File: src/rtl/pmem_arbiter.sv
// pmem_arbiter: shares one physical-memory port between the I-cache and D-cache miss paths.
// Optional perf counters are built when PMEM_ARB_PERF_EN is defined.
module pmem_arbiter #(
  parameter int ADDR_W       = 16,
  parameter int LINE_W       = 128,
  parameter int STARVE_LIMIT = 4
) (
  input  logic              clk,
  input  logic              rst,
  input  logic              i_pmem_read,
  input  logic [ADDR_W-1:0] i_pmem_address,
  output logic [LINE_W-1:0] i_pmem_rdata,
  output logic              i_pmem_resp,
  input  logic              d_pmem_read,
  input  logic              d_pmem_write,
  input  logic [ADDR_W-1:0] d_pmem_address,
  input  logic [LINE_W-1:0] d_pmem_wdata,
  output logic [LINE_W-1:0] d_pmem_rdata,
  output logic              d_pmem_resp,
  output logic              pmem_read,
  output logic              pmem_write,
  output logic [ADDR_W-1:0] pmem_address,
  output logic [LINE_W-1:0] pmem_wdata,
  input  logic [LINE_W-1:0] pmem_rdata,
  input  logic              pmem_resp,
  output logic [31:0]       i_grant_cnt,
  output logic [31:0]       d_grant_cnt,
  output logic [31:0]       i_wait_cnt
);

  typedef enum logic [1:0] {IDLE, I_BUSY, D_BUSY} state_t;

  localparam logic [3:0] STARVE_MAX = 4'(STARVE_LIMIT);

  state_t            state_q, state_d;
  logic              pmem_read_q, pmem_read_d;
  logic              pmem_write_q, pmem_write_d;
  logic [ADDR_W-1:0] pmem_address_q, pmem_address_d;
  logic [LINE_W-1:0] pmem_wdata_q, pmem_wdata_d;
  logic [3:0]        starve_cnt_q, starve_cnt_d;
  logic              d_req, i_win, d_win;

  // Arbitration is only evaluated in IDLE; busy states ignore requester inputs.
  always_comb begin
    d_req = d_pmem_read | d_pmem_write;
    i_win = 1'b0;
    d_win = 1'b0;
    if (state_q == IDLE) begin
      i_win = i_pmem_read & (~d_req | (starve_cnt_q == STARVE_MAX));
      d_win = d_req & ~i_win;
    end
  end

  always_comb begin
    state_d        = state_q;
    pmem_read_d    = pmem_read_q;
    pmem_write_d   = pmem_write_q;
    pmem_address_d = pmem_address_q;
    pmem_wdata_d   = pmem_wdata_q;
    case (state_q)
      IDLE: begin
        if (i_win) begin
          state_d        = I_BUSY;
          pmem_read_d    = 1'b1;
          pmem_write_d   = 1'b0;
          pmem_address_d = i_pmem_address;
          pmem_wdata_d   = '0;
        end else if (d_win) begin
          state_d        = D_BUSY;
          pmem_read_d    = d_pmem_read & ~d_pmem_write;  // write wins an illegal read+write
          pmem_write_d   = d_pmem_write;
          pmem_address_d = d_pmem_address;
          pmem_wdata_d   = d_pmem_wdata;
        end
      end
      I_BUSY, D_BUSY: begin
        if (pmem_resp) begin
          state_d      = IDLE;
          pmem_read_d  = 1'b0;
          pmem_write_d = 1'b0;
        end
      end
      default: begin
        state_d      = IDLE;
        pmem_read_d  = 1'b0;
        pmem_write_d = 1'b0;
      end
    endcase

    starve_cnt_d = starve_cnt_q;
    if (!i_pmem_read || i_win) begin
      starve_cnt_d = '0;
    end else if (d_win && (starve_cnt_q != STARVE_MAX)) begin
      starve_cnt_d = starve_cnt_q + 4'd1;
    end
  end

  always_ff @(posedge clk or posedge rst) begin
    if (rst) begin
      state_q        <= IDLE;
      pmem_read_q    <= 1'b0;
      pmem_write_q   <= 1'b0;
      pmem_address_q <= '0;
      pmem_wdata_q   <= '0;
      starve_cnt_q   <= '0;
    end else begin
      state_q        <= state_d;
      pmem_read_q    <= pmem_read_d;
      pmem_write_q   <= pmem_write_d;
      pmem_address_q <= pmem_address_d;
      pmem_wdata_q   <= pmem_wdata_d;
      starve_cnt_q   <= starve_cnt_d;
    end
  end

  assign pmem_read    = pmem_read_q;
  assign pmem_write   = pmem_write_q;
  assign pmem_address = pmem_address_q;
  assign pmem_wdata   = pmem_wdata_q;

  // Responses route combinationally to the owner only; the other side sees zeros.
  assign i_pmem_resp  = (state_q == I_BUSY) & pmem_resp;
  assign d_pmem_resp  = (state_q == D_BUSY) & pmem_resp;
  assign i_pmem_rdata = i_pmem_resp ? pmem_rdata : '0;
  assign d_pmem_rdata = d_pmem_resp ? pmem_rdata : '0;

`ifdef PMEM_ARB_PERF_EN
  function automatic logic [31:0] sat_inc32(input logic [31:0] v, input logic en);
    return (en && (v != 32'hFFFF_FFFF)) ? v + 32'd1 : v;
  endfunction

  logic [31:0] i_grant_cnt_q, i_grant_cnt_d;
  logic [31:0] d_grant_cnt_q, d_grant_cnt_d;
  logic [31:0] i_wait_cnt_q, i_wait_cnt_d;

  always_comb begin
    i_grant_cnt_d = sat_inc32(i_grant_cnt_q, i_win);
    d_grant_cnt_d = sat_inc32(d_grant_cnt_q, d_win);
    i_wait_cnt_d  = sat_inc32(i_wait_cnt_q, i_pmem_read & (state_q != I_BUSY));
  end

  always_ff @(posedge clk or posedge rst) begin
    if (rst) begin
      i_grant_cnt_q <= '0;
      d_grant_cnt_q <= '0;
      i_wait_cnt_q  <= '0;
    end else begin
      i_grant_cnt_q <= i_grant_cnt_d;
      d_grant_cnt_q <= d_grant_cnt_d;
      i_wait_cnt_q  <= i_wait_cnt_d;
    end
  end

  assign i_grant_cnt = i_grant_cnt_q;
  assign d_grant_cnt = d_grant_cnt_q;
  assign i_wait_cnt  = i_wait_cnt_q;
`else
  assign i_grant_cnt = 32'h0;
  assign d_grant_cnt = 32'h0;
  assign i_wait_cnt  = 32'h0;
`endif

endmodule
File: config.mk
export PLATFORM = sky130hd
export DESIGN_NAME = pmem_arbiter
export DESIGN_NICKNAME = d
export VERILOG_FILES = /design/src/rtl/pmem_arbiter.sv
export SDC_FILE = /design/constraint.sdc
export NUM_CORES = 1
export LEC_CHECK = 0
export CORE_AREA = 2 2 308 310
export CTS_CLUSTER_DIAMETER = 200
export DETAILED_ROUTE_END_ITERATION = 8
export DIE_AREA = 0 0 310 312
export GPL_ROUTABILITY_DRIVEN = 0
export GPL_TIMING_DRIVEN = 1
export RECOVER_POWER = 25
export SETUP_SLACK_MARGIN = 0.05
export SYNTH_ARGS = -nofsm -noshare
export SYNTH_HDL_FRONTEND = slang
export SYNTH_SLANG_ARGS = --single-unit
File: constraint.sdc
create_clock -name clk -period 4.8 [get_ports clk]
set_input_delay 0.48 -clock clk [delete_from_list [all_inputs] [get_ports clk]]
set_output_delay 0.48 -clock clk [all_outputs]
set_load 0.03 [all_outputs]
==> key figures, run 1 <==
Outcome
  – Outcome: finished, violations left
  – Failing checks: capacitance limit, slew limit

Synthesis
  – Number of flops mapped to enable cells by yosys: 0
  – Unique masters post-synth: 31
  – Register area share after synthesis: 45.1%
  – Mapped Area: 8440 um^2
  – Mapped Cells: 844
  – Yosys warns: 0
  – Synth Area per Inst: 10.0 um^2
  – Ys async rst share: 100%
  – Top FF cell, synth: dfrtp_1
  – Synthesized flop and latch total: 152

Floorplanning
  – Die Y: 312 um
  – Floorplan row count: 112
  – Area of the core: 93000 um^2
  – Die area: 96700 um^2
  – Starting Density: 9.07%
  – Boundary pin count: 794
  – Die width: 310 um

Clock tree
  – Clock Path Buffers: 2
  – Clock Tree Root: clkbuf_16
  – Inserted Clock Buffers: 17
  – Clock Latency Late Sink: 0.45 ns
  – Setup bufs post-CTS: 0
  – Clock sink count: 152
  – Cts repair resizes: 0
  – CTS tree: done
  – Htree depth: 4
  – Clock slew at reported path FFs: 0.06 ns
  – # hold bufs at CTS: 0

Finish
  – Final nets: 1779
  – P&R area growth vs syn: 101%
  – Layout cell share with drive strength beyond 1: 3.75%
  – Most common cell after layout, fill and taps aside: clkdlybuf4s50_1
  – Most frequent cells in the layout: 671 x clkdlybuf4s50_1, 256 x and3_1, 152 x dfrtp_1

Worst setup path
  – Crit path kind: in -> async
  – CP Launch Type: input pin
  – Critical path's largest stage delay: 2.15 ns
  – Critical Path RT: 5.33 ns
  – Critical path endpoint category: async pin
  – Worst-path fanout max: 76
  – CP max stage cell: inv_1
  – Crit path DAT: 4.14 ns
  – CP Cell Sequence: dlygate4sd3_1 > inv_1 > clkbuf_2

Timing
  – Crit share post-route: 75.2%
  – Worst slew pin tran: 3.15 ns
  – Slew Viols, Final: 77
  – Relative slew slack: -110%
  – RSZ-0062 raised after global routing: no
  – Final setup vio count: 0
  – Final Critical Period: 3.61 ns
  – Setup TNS: 0 ns
  – Fmax: 0.277 GHz
  – Max Clock Skew: 0.0142 ns
  – Final hold vios: 0

Power and ir drop
  – Max VDD drop: 0.239 mV
  – Pwr dens: 537 nW/um^2
  – Final total power: 9.12 mW
  – Static Leak: 7.47 nW

Hold path
  – Min-Delay Path Class: reg -> reg

Detailed routing
  – WL final: 63.1 mm
  – Starting DRT DRC Count: 575
  – Wire length per cell: 22.9 um
  – Drt pass-1 iters: 5
  – DRC: 0
  – Antenna Nets Post-Route: 0
  – DR vias: 9337
  – Vias per inst: 3.39

Global routing
  – Initial antenna violation count: 38
  – Number of global-route vias before repair: 9165
  – GRT Total Usage: 12.3%
  – Global-route wire length before repair: 81.0 mm
  – Grt ovf: 0
  – Largest net degree at the start of global routing: 129

Placement
  – Dpl hpwl: 52.3 mm
  – PortBufs: 697

Flow run
  – Max-Cap Viols: 2
==> logic make-up after synthesis <==
family	after synthesis	share of synthesized area [%]
compound gates	172	17.0
simple gates	312	22.5
other cells	1	0.0444
mux	1	0.119
buf+inv	201	14.5
flops	152	45.1
fa+ha+maj	5	0.741
==> stage by stage <==
step	cells	utilization, %	hold slack, ns	area (um^2)	setup WS, ns
after floorplan	939	-	0.491	8800	0.227
after CTS	2747	18.2	0.493	17000	1.30
after global routing	2749	18.2	0.514	17000	0.559
after global placement	2715	17.6	0.480	16400	1.26
after detailed placement	2715	17.6	0.485	16400	1.24
final	2757	18.2	0.495	17000	1.19
==> cells in the mapped netlist, types with 2 or more instances <==
cell | number | area (um^2)
a21oi_1 | 3 | 15.0
a22o_1 | 129 | 1130
a31oi_1 | 16 | 100
a32o_1 | 2 | 20.0
and2_1 | 2 | 12.5
and3_1 | 256 | 1600
and3b_1 | 3 | 26.3
buf_1 | 3 | 11.3
buf_2 | 4 | 20.0
buf_4 | 96 | 721
buf_6 | 14 | 158
clkbuf_1 | 78 | 293
dfrtp_1 | 152 | 3800
ha_1 | 5 | 62.6
inv_1 | 6 | 22.5
nand2b_1 | 5 | 31.3
nand3_1 | 18 | 90.1
nand4_1 | 2 | 12.5
nor2_1 | 18 | 67.6
nor2b_1 | 3 | 18.8
o211ai_1 | 18 | 135
o31a_1 | 2 | 17.5
==> worst max-delay path: cells and delay by family <==
| kind | cells | cell delay, ns |
|---|---|---|
| buffers and inverters | 3 | 3.51 |
==> state kept, by name, indices dropped and copies added, names as in the netlist <==
signal,count
pmem_write,1
state_q,2
pmem_wdata,128
pmem_read,1
starve_cnt_q,4
pmem_address,16
==> worst paths after layout <==
check	start	slack [ns]	to	depth (start not counted)
worst max register to register	state_q[0]	1.32	pmem_wdata[29]	7
max in group clk	state_q[0]	1.32	pmem_wdata[29]	7
worst min register to register	pmem_wdata[114]	0.50	pmem_wdata[114]	1
worst max-delay path	rst	1.19	pmem_wdata[32]	3
min in group asynchronous	rst	1.55	pmem_address[11]	2
worst min-delay path	pmem_wdata[114]	0.50	pmem_wdata[114]	1
==> where the power goes <==
group	internal (mW)	total (mW)	switching [mW]
sequential	1.88	2.22	0.333
combinational	2.17	5.47	3.30
clock	0.839	1.43	0.593
==> cell type report <==
| cell class | instances | area (um^2) |
|---|---|---|
| Sequential cell | 152 | 3800 |
| Tap cell | 1254 | 1570 |
| Timing Repair Buffer | 717 | 7140 |
| Antenna cell | 10 | 25.0 |
| Fill cell | 10317 | 76100 |
| Multi-Input combinational cell | 586 | 3810 |
| Inverter | 6 | 22.5 |
| Clock inverter | 12 | 164 |
| Clock buffer | 20 | 447 |
==> per-layer routing <==
layer	global-route usage [%]	up-vias	part of all wire, %
met4	2.27	28	1.3
met2	20.5	529	47
met1	15.0	4510	42
met3	4.78	66	9.9
met5	0	-	0.29
li1	-	4204	-
Power figures use the tool's default switching activity.
==> run 2: changes to the inputs <==
Clock period 4.8 ns to 3.2 ns, I/O delays scaled along.
==> key figures, run 2 (synthesized netlist as in run 1, its figures left out) <==
Worst setup path
  – RR Startpoint: state_q[0] (unchanged)
  – Critical Path RT: 2.88 ns (was 5.33 ns)
  – Crit. Startpoint: state_q[1] (was rst)
  – Crit path DAT: 2.73 ns (was 4.14 ns)
  – CP Launch Type: flip-flop (was input pin)
  – Crit path kind: reg -> out (was in -> async)
  – Critical path endpoint category: output pin (was async pin)
  – Worst-path fanout max: 51 (was 76)

Floorplanning
  – Die width: 310 um (unchanged)
  – Area of the core: 93000 um^2 (unchanged)
  – Floorplan row count: 112 (unchanged)
  – Boundary pin count: 794 (unchanged)
  – Die area: 96700 um^2 (unchanged)
  – Starting Density: 9.07% (unchanged)
  – Die Y: 312 um (unchanged)

Detailed routing
  – DRC: 0 (unchanged)
  – DR vias: 9475 (was 9337)
  – WL final: 64.0 mm (was 63.1 mm)
  – Starting DRT DRC Count: 610 (was 575)
  – Vias per inst: 3.41 (was 3.39)
  – Wire length per cell: 23.0 um (was 22.9 um)
  – Drt pass-1 iters: 6 (was 5)
  – Antenna Nets Post-Route: 0 (unchanged)

Timing
  – Crit share post-route: 95.3%
  – Final setup vio count: 0 (unchanged)
  – Fmax: 0.328 GHz
  – Worst setup margin: 0.149 ns (was 1.19 ns)
  – Max Clock Skew: 0.0164 ns (was 0.0142 ns)
  – Setup TNS: 0 ns (unchanged)
  – Worst slew pin tran: 1.31 ns (was 3.15 ns)
  – Slew Viols, Final: 0 (was 77)
  – Final Critical Period: 3.05 ns
  – RSZ-0062 raised after global routing: no (unchanged)
  – Final hold vios: 0 (unchanged)
  – Relative slew slack: 12.2% (was -110%)

Clock tree
  – Clock Path Buffers: 2 (unchanged)
  – Inserted Clock Buffers: 17 (unchanged)
  – Clock slew at reported path FFs: 0.07 ns (was 0.06 ns)
  – Clock sink count: 152 (unchanged)
  – Htree depth: 4 (unchanged)
  – Clock Tree Root: clkbuf_16 (unchanged)
  – Cts repair resizes: 0 (unchanged)
  – Clock Latency Late Sink: 0.49 ns (was 0.45 ns)
  – CTS tree: done (unchanged)

Global routing
  – Largest net degree at the start of global routing: 78 (was 129)
  – Initial antenna violation count: 41 (was 38)
  – Number of global-route vias before repair: 9429 (was 9165)
  – Global-route wire length before repair: 82.4 mm (was 81.0 mm)
  – GRT Total Usage: 12.5% (was 12.3%)
  – Grt ovf: 0 (unchanged)

Power and ir drop
  – Max VDD drop: 0.475 mV (was 0.239 mV)
  – Pwr dens: 811 nW/um^2 (was 537 nW/um^2)
  – Static Leak: 7.56 nW (was 7.47 nW)

Outcome
  – Outcome: complete, no violations (was finished, violations left)

Hold path
  – Min-delay src: d_pmem_address[7] (was pmem_wdata[114])
  – Min-Delay Path Class: in -> reg (was reg -> reg)

Flow run
  – Max-Cap Viols: 0 (was 2)

Placement
  – Dpl hpwl: 53.2 mm (was 52.3 mm)
  – PortBufs: 697 (unchanged)
  – Place WS: 0.620 ns (was 1.24 ns)
  – Placed cell area: 16600 um^2 (was 16400 um^2)

Finish
  – Final nets: 1798 (was 1779)
  – Max FFs per register: 128 (unchanged)
  – Design area: 17100 um^2 (was 17000 um^2)
  – P&R area growth vs syn: 103% (was 101%)
  – Fillers: 10.3k (about the same)
  – Most frequent cells in the layout: 668 x clkdlybuf4s50_1, 256 x and3_1, 152 x dfrtp_1 (was 671 x clkdlybuf4s50_1, 256 x and3_1, 152 x dfrtp_1)
  – Final Util: 18.4% (was 18.2%)
  – Most common cell after layout, fill and taps aside: clkdlybuf4s50_1 (unchanged)
  – Layout cell share with drive strength beyond 1: 5.29% (was 3.75%)
-- run 2: cell types whose count changed in the layout (fill, tap and decap cells not counted), sizes merged --
cell	change
buf	+22
bufinv	-2
clkbuf	+8
clkdlybuf4s50	-3
clkinv	+2
clkinvlp	-1
diode	+1
dlygate4sd3	-7
-- run 2: timing repair --
action,CTS,global route
buffers inserted,0,1
pin swaps,1,0
hold endpoints to repair,0,0
hold buffers,0,0
endpoints found under the setup margin,1,40
-- run 2: final timing paths --
path | end | slack, ns | cells past startpoint
hold reg to reg | pmem_wdata[116] | 0.50 | 1
max in group asynchronous | pmem_wdata[120] | 0.89 | 3
setup reg to reg | pmem_wdata[68] | 0.90 | 7
hold / removal | pmem_address[7] | 0.40 | 3
setup / recovery | i_pmem_rdata[19] | 0.15 | 5
min in group asynchronous | pmem_wdata[23] | 0.57 | 2
-- run 2: layout make-up --
class                      instances  area [um^2]  share of cell area [%]
antenna                           11         27.5                   0.161
clock buffer                      21          460                    2.69
clock inverter                    11          111                   0.651
inverter                           6         23.8                   0.139
multi-input combinational        586         3810                    22.2
sequential                       152         3800                    22.2
tap                             1254         1570                    9.17
timing repair buffer             736         7310                    42.7
-- run 2: routing by layer --
| layer | track usage (%) | wire length (um) | vias to the layer above |
|---|---|---|---|
| li1 | - | - | 4247 |
| met5 | 0 | 181 | - |
| met4 | 2.23 | 852 | 30 |
| met3 | 5.02 | 6000 | 88 |
| met2 | 21.1 | 30400 | 531 |
| met1 | 15.1 | 26600 | 4579 |
-- run 2: stage by stage --
step                      power [mW]  hold slack, ns  std cells
after global placement          11.9           0.487       2733
after detailed placement        12.0           0.490       2733
after global routing            14.6           0.383       2766
after floorplan                 8.10           0.453        939
after CTS                       14.2           0.298       2765
final                           13.9           0.404       2777
-- run 2: worst max-delay path: stages, from the launching register on --
cell and delay [ns]:
dfrtp_1 0.43, inv_1 0.13, ha_4 0.41, buf_12 0.27, and3_1 0.20, clkdlybuf4s50_1 0.70
-- run 2: power by group --
part | internal [mW] | total [mW] | leakage (nW) | switching [mW]
Combinational | 3.42 | 8.45 | 5.42 | 5.03
Sequential | 2.83 | 3.36 | 1.87 | 0.531
Clock | 1.12 | 2.08 | 0.276 | 0.955
